## config.mk

```make
export PLATFORM = sky130hd
export DESIGN_NAME = cpu_control
export DESIGN_NICKNAME = d
export VERILOG_FILES = /design/src/rtl/cpu_control.sv
export SDC_FILE = /design/constraint.sdc
export NUM_CORES = 1
export LEC_CHECK = 0
export ABC_AREA = 1
export BUFFER_PORTS_ARGS = -buffer_cell sky130_fd_sc_hd__buf_2
export CAP_MARGIN = 20
export CORE_ASPECT_RATIO = 0.8
export CORE_MARGIN = 1
export CORE_UTILIZATION = 46
export DETAILED_ROUTE_END_ITERATION = 12
export PLACE_DENSITY = 0.82
export SLEW_MARGIN = 20
export SYNTH_ARGS = -nofsm -noshare
export SYNTH_HDL_FRONTEND = slang
export SYNTH_SLANG_ARGS = --single-unit
export TNS_END_PERCENT = 50
```

## constraint.sdc

```tcl
create_clock -name clk -period 1.9 [get_ports clk]
set_clock_uncertainty 0.05 [all_clocks]
set_input_delay 0.19 -clock clk [delete_from_list [all_inputs] [get_ports clk]]
set_output_delay 0.19 -clock clk [all_outputs]
set_load 0.1 [all_outputs]
```

## src/rtl/cpu_control.sv

```systemverilog
// Instruction-sequencing controller for cpu16: decodes ROM words and runs a req/ack data-memory handshake.
// Optional memory timeout (busError + HALT) is enabled by defining CPU_CONTROL_MEM_TIMEOUT_EN.
module cpu_control #(
  parameter int DataWidth     = 16,
  parameter int AddrWidth     = 16,
  parameter int TimeoutCycles = 255
) (
  input  logic                 clk,
  input  logic                 rstN,
  input  logic [15:0]          instr,
  input  logic [DataWidth-1:0] regReadData1,
  input  logic [DataWidth-1:0] regReadData2,
  input  logic [DataWidth:0]   aluOut,
  input  logic                 aluZero,
  input  logic                 aluCarry,
  input  logic                 aluConditionMet,
  input  logic                 memAck,
  input  logic [DataWidth-1:0] memRdata,
  output logic                 pcAdvance,
  output logic                 aluEnable,
  output logic                 regWriteEnable,
  output logic [2:0]           regWriteAddr,
  output logic [2:0]           regReadAddr1,
  output logic [2:0]           regReadAddr2,
  output logic [DataWidth-1:0] regWriteData,
  output logic                 memReq,
  output logic                 memWe,
  output logic [AddrWidth-1:0] memAddr,
  output logic [DataWidth-1:0] memWdata,
  output logic                 haltFlag,
  output logic                 zeroFlag,
  output logic                 carryFlag,
  output logic                 busError
);

  typedef enum logic [1:0] {EXEC = 2'd0, MEM_WAIT = 2'd1, HALT = 2'd2} state_t;

  state_t               state;
  logic [1:0]           op;
  logic [2:0]           dest;
  logic                 is_load;
  logic                 timeout_hit;
  logic [AddrWidth-1:0] next_addr;
  logic                 unused_carry;

  assign op           = instr[15:14];
  assign next_addr    = AddrWidth'(regReadData1) + AddrWidth'(instr[6:0]);
  assign haltFlag     = (state == HALT);
  // ALU carry reaches the flag through aluCarry, never through the write-back path
  assign unused_carry = aluOut[DataWidth];

`ifdef CPU_CONTROL_MEM_TIMEOUT_EN
  localparam int CntW = (TimeoutCycles > 255) ? $clog2(TimeoutCycles + 1) : 8;
  logic [CntW-1:0] wait_cnt;

  // wait_cnt is 0 in the first MEM_WAIT cycle, so TimeoutCycles-1 marks the last allowed one
  assign timeout_hit = (state == MEM_WAIT) && !memAck && (wait_cnt == CntW'(TimeoutCycles - 1));

  always_ff @(posedge clk or negedge rstN) begin
    if (!rstN) begin
      wait_cnt <= '0;
      busError <= 1'b0;
    end else begin
      if (state == MEM_WAIT) wait_cnt <= wait_cnt + CntW'(1);
      else                   wait_cnt <= '0;
      if (timeout_hit) busError <= 1'b1;
    end
  end
`else
  logic unused_timeout;
  assign unused_timeout = (TimeoutCycles != 0);
  assign timeout_hit    = 1'b0;
  assign busError       = 1'b0;
`endif

  always_comb begin
    pcAdvance      = 1'b0;
    aluEnable      = 1'b0;
    regWriteEnable = 1'b0;
    regWriteAddr   = 3'd0;
    regReadAddr1   = 3'd0;
    regReadAddr2   = 3'd0;
    regWriteData   = '0;
    case (state)
      EXEC: begin
        case (op)
          2'b00: pcAdvance = (instr[2:0] != 3'b000);
          2'b01: begin
            regWriteEnable = 1'b1;
            regWriteAddr   = instr[13:11];
            regWriteData   = DataWidth'(instr[10:0]);
            pcAdvance      = 1'b1;
          end
          2'b11: begin
            aluEnable      = 1'b1;
            regReadAddr1   = instr[10:8];
            regReadAddr2   = instr[7:5];
            regWriteAddr   = instr[13:11];
            regWriteData   = aluOut[DataWidth-1:0];
            regWriteEnable = aluConditionMet;
            pcAdvance      = 1'b1;
          end
          default: begin
            regReadAddr1 = instr[10:8];
            regReadAddr2 = instr[13:11];
          end
        endcase
      end
      MEM_WAIT: begin
        if (memAck) begin
          pcAdvance = 1'b1;
          if (is_load) begin
            regWriteEnable = 1'b1;
            regWriteAddr   = dest;
            regWriteData   = memRdata;
          end
        end
      end
      default: ;
    endcase
  end

  always_ff @(posedge clk or negedge rstN) begin
    if (!rstN) begin
      state     <= EXEC;
      memReq    <= 1'b0;
      memWe     <= 1'b0;
      memAddr   <= '0;
      memWdata  <= '0;
      dest      <= 3'd0;
      is_load   <= 1'b0;
      zeroFlag  <= 1'b0;
      carryFlag <= 1'b0;
    end else begin
      case (state)
        EXEC: begin
          case (op)
            2'b00: begin
              case (instr[2:0])
                3'b000:  state     <= HALT;
                3'b001:  zeroFlag  <= 1'b1;
                3'b010:  zeroFlag  <= 1'b0;
                3'b011:  carryFlag <= 1'b1;
                3'b100:  carryFlag <= 1'b0;
                default: ;
              endcase
            end
            2'b11: begin
              if (aluConditionMet) begin
                zeroFlag  <= aluZero;
                carryFlag <= aluCarry;
              end
            end
            2'b10: begin
              memReq   <= 1'b1;
              memWe    <= !instr[7];
              memAddr  <= next_addr;
              memWdata <= instr[7] ? '0 : regReadData2;
              dest     <= instr[13:11];
              is_load  <= instr[7];
              state    <= MEM_WAIT;
            end
            default: ;
          endcase
        end
        MEM_WAIT: begin
          if (memAck || timeout_hit) begin
            memReq   <= 1'b0;
            memWe    <= 1'b0;
            memAddr  <= '0;
            memWdata <= '0;
            state    <= memAck ? EXEC : HALT;
          end
        end
        HALT:    state <= HALT;
        default: state <= EXEC;
      endcase
    end
  end

endmodule
```

-- After elaboration in Yosys (flattened, before gate mapping)
Index checks and enable logic that the tools add are counted.
- $add $sub $neg: 1
- reductions and logical operators: 14
- equal/unequal tests: 16
- mux-type cells: 42
- operator list (cell ; number):
    $pmux 16 s2 ; 4
    $mux 16 ; 6
    $pmux 1 s2 ; 10
    $mux 3 ; 6
    $add 16x7->16 ; 1
    $pmux 3 s2 ; 2
    $mux 1 ; 10
    $ne 3x1->1 const B ; 3
    $reduce_and 4->1 ; 2
    $eq 2x2->1 const B ; 3
    $eq 3x2->1 const B ; 2
    $pmux 2 s3 ; 1
    $reduce_and 3->1 ; 2
    $eq 2x1->1 const B ; 2
    $logic_not 2->1 ; 2
    $mux 2 ; 2
    $ne 2x2->1 const B ; 2
    $pmux 2 s2 ; 1
    $reduce_bool 2->1 ; 2
    $reduce_or 2->1 ; 2
    $eq 3x1->1 const B ; 1
    $eq 3x3->1 const B ; 1
    $logic_not 3->1 ; 1
    $ne 3x3->1 const B ; 1
    other kinds (4) ; 4
- input bits: 87
- output and inout bits: 66
- word-level logic and storage cells: 82
- bits in registers: 42

-- Depth between registers and ports, before layout
- depth after elaboration: 4
- gate-level depth with buffers: 12
- mapped depth without buffers: 12

-- Worst setup path before layout
Ideal clock, no wire load.
- path kind: reg-to-output
- start: register state[1]
- end: output regWriteData[3]
- arrival time: 3.904 ns
- cell stages (with the launch flop): 6
- data required time: 1.660 ns
- setup slack: -2.244 ns
- path through: dfrtp_1 inv_2 nand2_4 nor2_1 nand2_1 a31oi_1
- cells in the longest elaborated chain, start to end: 2
- RTL lines (what ; line ; source):
    start, declared ; 38 ; state_t state;
    start signal, assigned ; 172 ; state <= memAck ? EXEC : HALT;
    $eq 2x1->1 or $logic_not 2->1 (tied branches) ; 84 ; case (state)
    $pmux 16 s2 (*) ; 84 ;
    end, declared ; 25 ; output logic [DataWidth-1:0] regWriteData,
Mark *: on every way between the ends. The rest lies on a longest branch, timed or not.

-- Worst setup path after layout
- start: register state[1]
- end: output regWriteAddr[0]
- cells in the longest elaborated chain, start to end: 2
- RTL lines (what ; line ; source):
    $eq 2x1->1 or $logic_not 2->1 (tied branches) ; 84 ;
    $pmux 3 s2 (*) ; 84 ;
    end, declared ; 22 ; output logic [2:0] regWriteAddr,
Marked as above.

==> impl_results.md <==
- Die area: 0.00657 mm2
- Max VDD drop: 1.10 mV
- Vias per cell: 5.20
- Number of fill cells: 434
- Routability Congestion: 0.886
- Via count: 3411
- Post-Route WL: 9.41 mm
- CTS Sinks: 42
- Inserted Diodes: 0
- Slowest stage cell, crit path: dfrtp_2
- Grt ovf: 0
- CP peak stage delay: between 0.4 and 0.5 ns
- Seq/Total Area, Yosys: 0.366
- DP Cell Count: approximately 630
- Crit path buf inv count: 3
- DR WL/cell: 14.3 um
- Top Family by Delay on Critical Path: flip-flops
- Die Height: 72.7 um
- Post-synth EDFFs: 0
- Worst-skew pair later-pin latency: 0.30 ns
- Die Wd: 90.4 um
- Fin util: 0.777
- Crit Path Category: register to primary output
- R2R cell count: 8
- Tightest Pin Transition: 0.532 ns
- Async SR Flop Fraction: 1.00
- Area Overhead vs Synth: 61.5%
- Data arrival, critical path: 1.64 ns
- Max-slew headroom: 0.645
- Pwr/cell area: between 1500 and 2000 mW/mm2
- Synthesized cell area: about 0.0029 mm2
- Internal: 2.90 mW
- Fin cells: between 600 and 700
- Vias in the first global route: 3208
- Mapped Nets: 505
- Reg clk slew, reported paths: 0.09 ns
- Clock buffer count from CTS: 5
- Commonest non-fill, non-tap cell in the layout: buf_2
- Logic gate share of total power: 0.740
- Final Max Slew Viols: 0
- Share of cells above drive strength 1: 0.395
- Most frequent cells in the layout: 122 x buf_2, 121 x nand2_1, 63 x inv_1
- Unique cell type count in the Yosys netlist: 33
- Initial DRC Count: between 200 and 250
- Hold Crit Class: input pin to register
- Sequential Power Share: 0.188
- Max-Cap Viols: 0
- Hpwl dp: about 7.0 mm
- Hold_ws: 0.0655 ns
- Total power: 8.25 mW
- CP Max Fanout: 8
- Synth Register Bits: 42
- Core ar.: 0.00597 mm2
- I/O Pins: 153
- Antenna violations before repair: 0
- LEAKAGE: between 2 and 3 nW
- Startpoint type of the worst setup path: register
- Final setup vio count: 0
- Outcome: finished clean
- Sw power: 5.36 mW
- Final cycle utilization of the critical path: 0.989
- Row count: 25
- Prevailing post-synth register cell: dfrtp_1
- Hold Path Depth: 2
- Final min period: 1.88 ns
- Ys Warns: 0
- CP required: 1.66 ns
- First-pass GRT wire length: 14.9 mm
- CP Depth: 7
- Initial core utilization: 0.481
- CTS Buffer Depth: 2
- Drt drc: 0
- Net Sw Frac: 0.649
- Largest net degree at the start of global routing: 43
- Clk pwr share: 0.072
- RSZ-0062 raised after global routing: yes
- Post-route ant nets: 0
- Avg Inst Size Synth: 7.08 um2
- Worst setup EP type: primary output
- Hold Vio Cnt, Final: 0
- Number of H-tree levels: 2
- Root buf cell: clkbuf_8
- Critical-path cell list: inv_4 > nand2_8 > a21oi_4 > buf_6 > nand2_1 > o21ai_4 > buf_12
- IO buf count: 150
- CTS tree: done
- Max Clock Freq: 0.532 GHz
- Layout Nets: between 600 and 700
- Cells after Synth: between 400 and 500
- Global-route usage over all layers: 0.282
- Drt pass-1 iters: 6
-- final timing paths --
check	from	endpoint	slack, ns
setup / recovery	state[1]	regWriteAddr[0]	0.02
hold / removal	regReadData2[9]	memWdata[9]	0.07
setup reg to reg	state[1]	memWdata[7]	0.22
hold reg to reg	memAddr[9]	memAddr[9]	0.43
max in group asynchronous	rstN	state[1]	0.97
min in group asynchronous	rstN	carryFlag	0.44
-- cell families after synthesis --
kind of cell / after synthesis / synth area share
buffers and inverters: 78 / 0.121
adder cells (fa/ha/maj): 12 / 0.0549
flip-flops: 42 / 0.366
AND/OR/NAND/NOR: 197 / 0.300
other: 1 / 0.00130
AO/OA/AOI/OAI: 76 / 0.157
-- power groups by stage --
stage / Sequential, mW / Clock, mW / Combinational, mW
floorplan: 4.18 / 0 / 1.90
global placement: 1.54 / 0 / 5.73
detailed placement: 1.56 / 0 / 5.79
CTS: 1.54 / 0.605 / 5.92
global route: 1.60 / 0.646 / 6.32
finish: 1.55 / 0.598 / 6.11
-- worst reg2reg max path, cell delays in order (launching register included) --
cell and delay, ns:
dfrtp_2 0.46, inv_4 0.10, nand2_8 0.10, nor2_8 0.20, buf_4 0.17, inv_8 0.05
nand2_4 0.08, inv_4 0.13, a22o_1 0.23
-- synthesized netlist by cell type, types with 3 or more instances --
master,count,share of area
buf_6,5,0.020
ha_1,11,0.048
nand3_1,32,0.056
nand4_1,5,0.011
nand2_1,124,0.16
nor2_1,20,0.026
a21oi_1,9,0.016
a31oi_1,3,0.0065
dfrtp_1,42,0.37
o21ai_0,42,0.073
a22o_1,14,0.043
clkbuf_1,3,0.0039
inv_1,63,0.082
o21ai_1,3,0.0052
nor3_1,7,0.012
-- timing repair --
| item | CTS | global route |
|---|---|---|
| hold endpoints to repair | 42 | 0 |
| setup buffers | 5 | 9 |
| gates resized for setup | 15 | 18 |
| pin swaps | 4 | 6 |
| hold buffers | 1 | 0 |
| setup endpoints to repair | 23 | 22 |
-- per-layer routing --
metal	vias up	track usage	wire, um	share of wire
met4	0	0.0699	220	0.023
met2	165	0.498	4650	0.49
met1	1576	0.366	3950	0.42
met3	29	0.0448	595	0.063
li1	1641	-	-	-
met5	-	0	0	0
-- stage by stage --
step	setup slack [ns]	setup TNS [ns]	cell area (um2)
finish	0.0207	0	4640
global route	-0.0239	-0.0675	4640
CTS	-0.0584	-0.140	4480
detailed placement	0.129	0	4270
global placement	0.172	0	4270
floorplan	-0.554	-6.97	3040
-- state kept, by name, summed over array words and instances (netlist names) --
register / count
memWe: 1
state: 2
carryFlag: 1
memReq: 1
zeroFlag: 1
is_load: 1
memWdata: 16
dest: 3
memAddr: 16
-- area by class of cell --
type	instances	area, um2	area share
clock buffer	5	68.8	0.0148
clock inverter	3	23.8	0.00512
inverter	68	272	0.0585
multi-input combinational	286	1780	0.383
sequential	42	1050	0.227
tap	81	101	0.0218
timing repair buffer	171	1350	0.290
No activity file was read; power rests on OpenSTA's default activity.
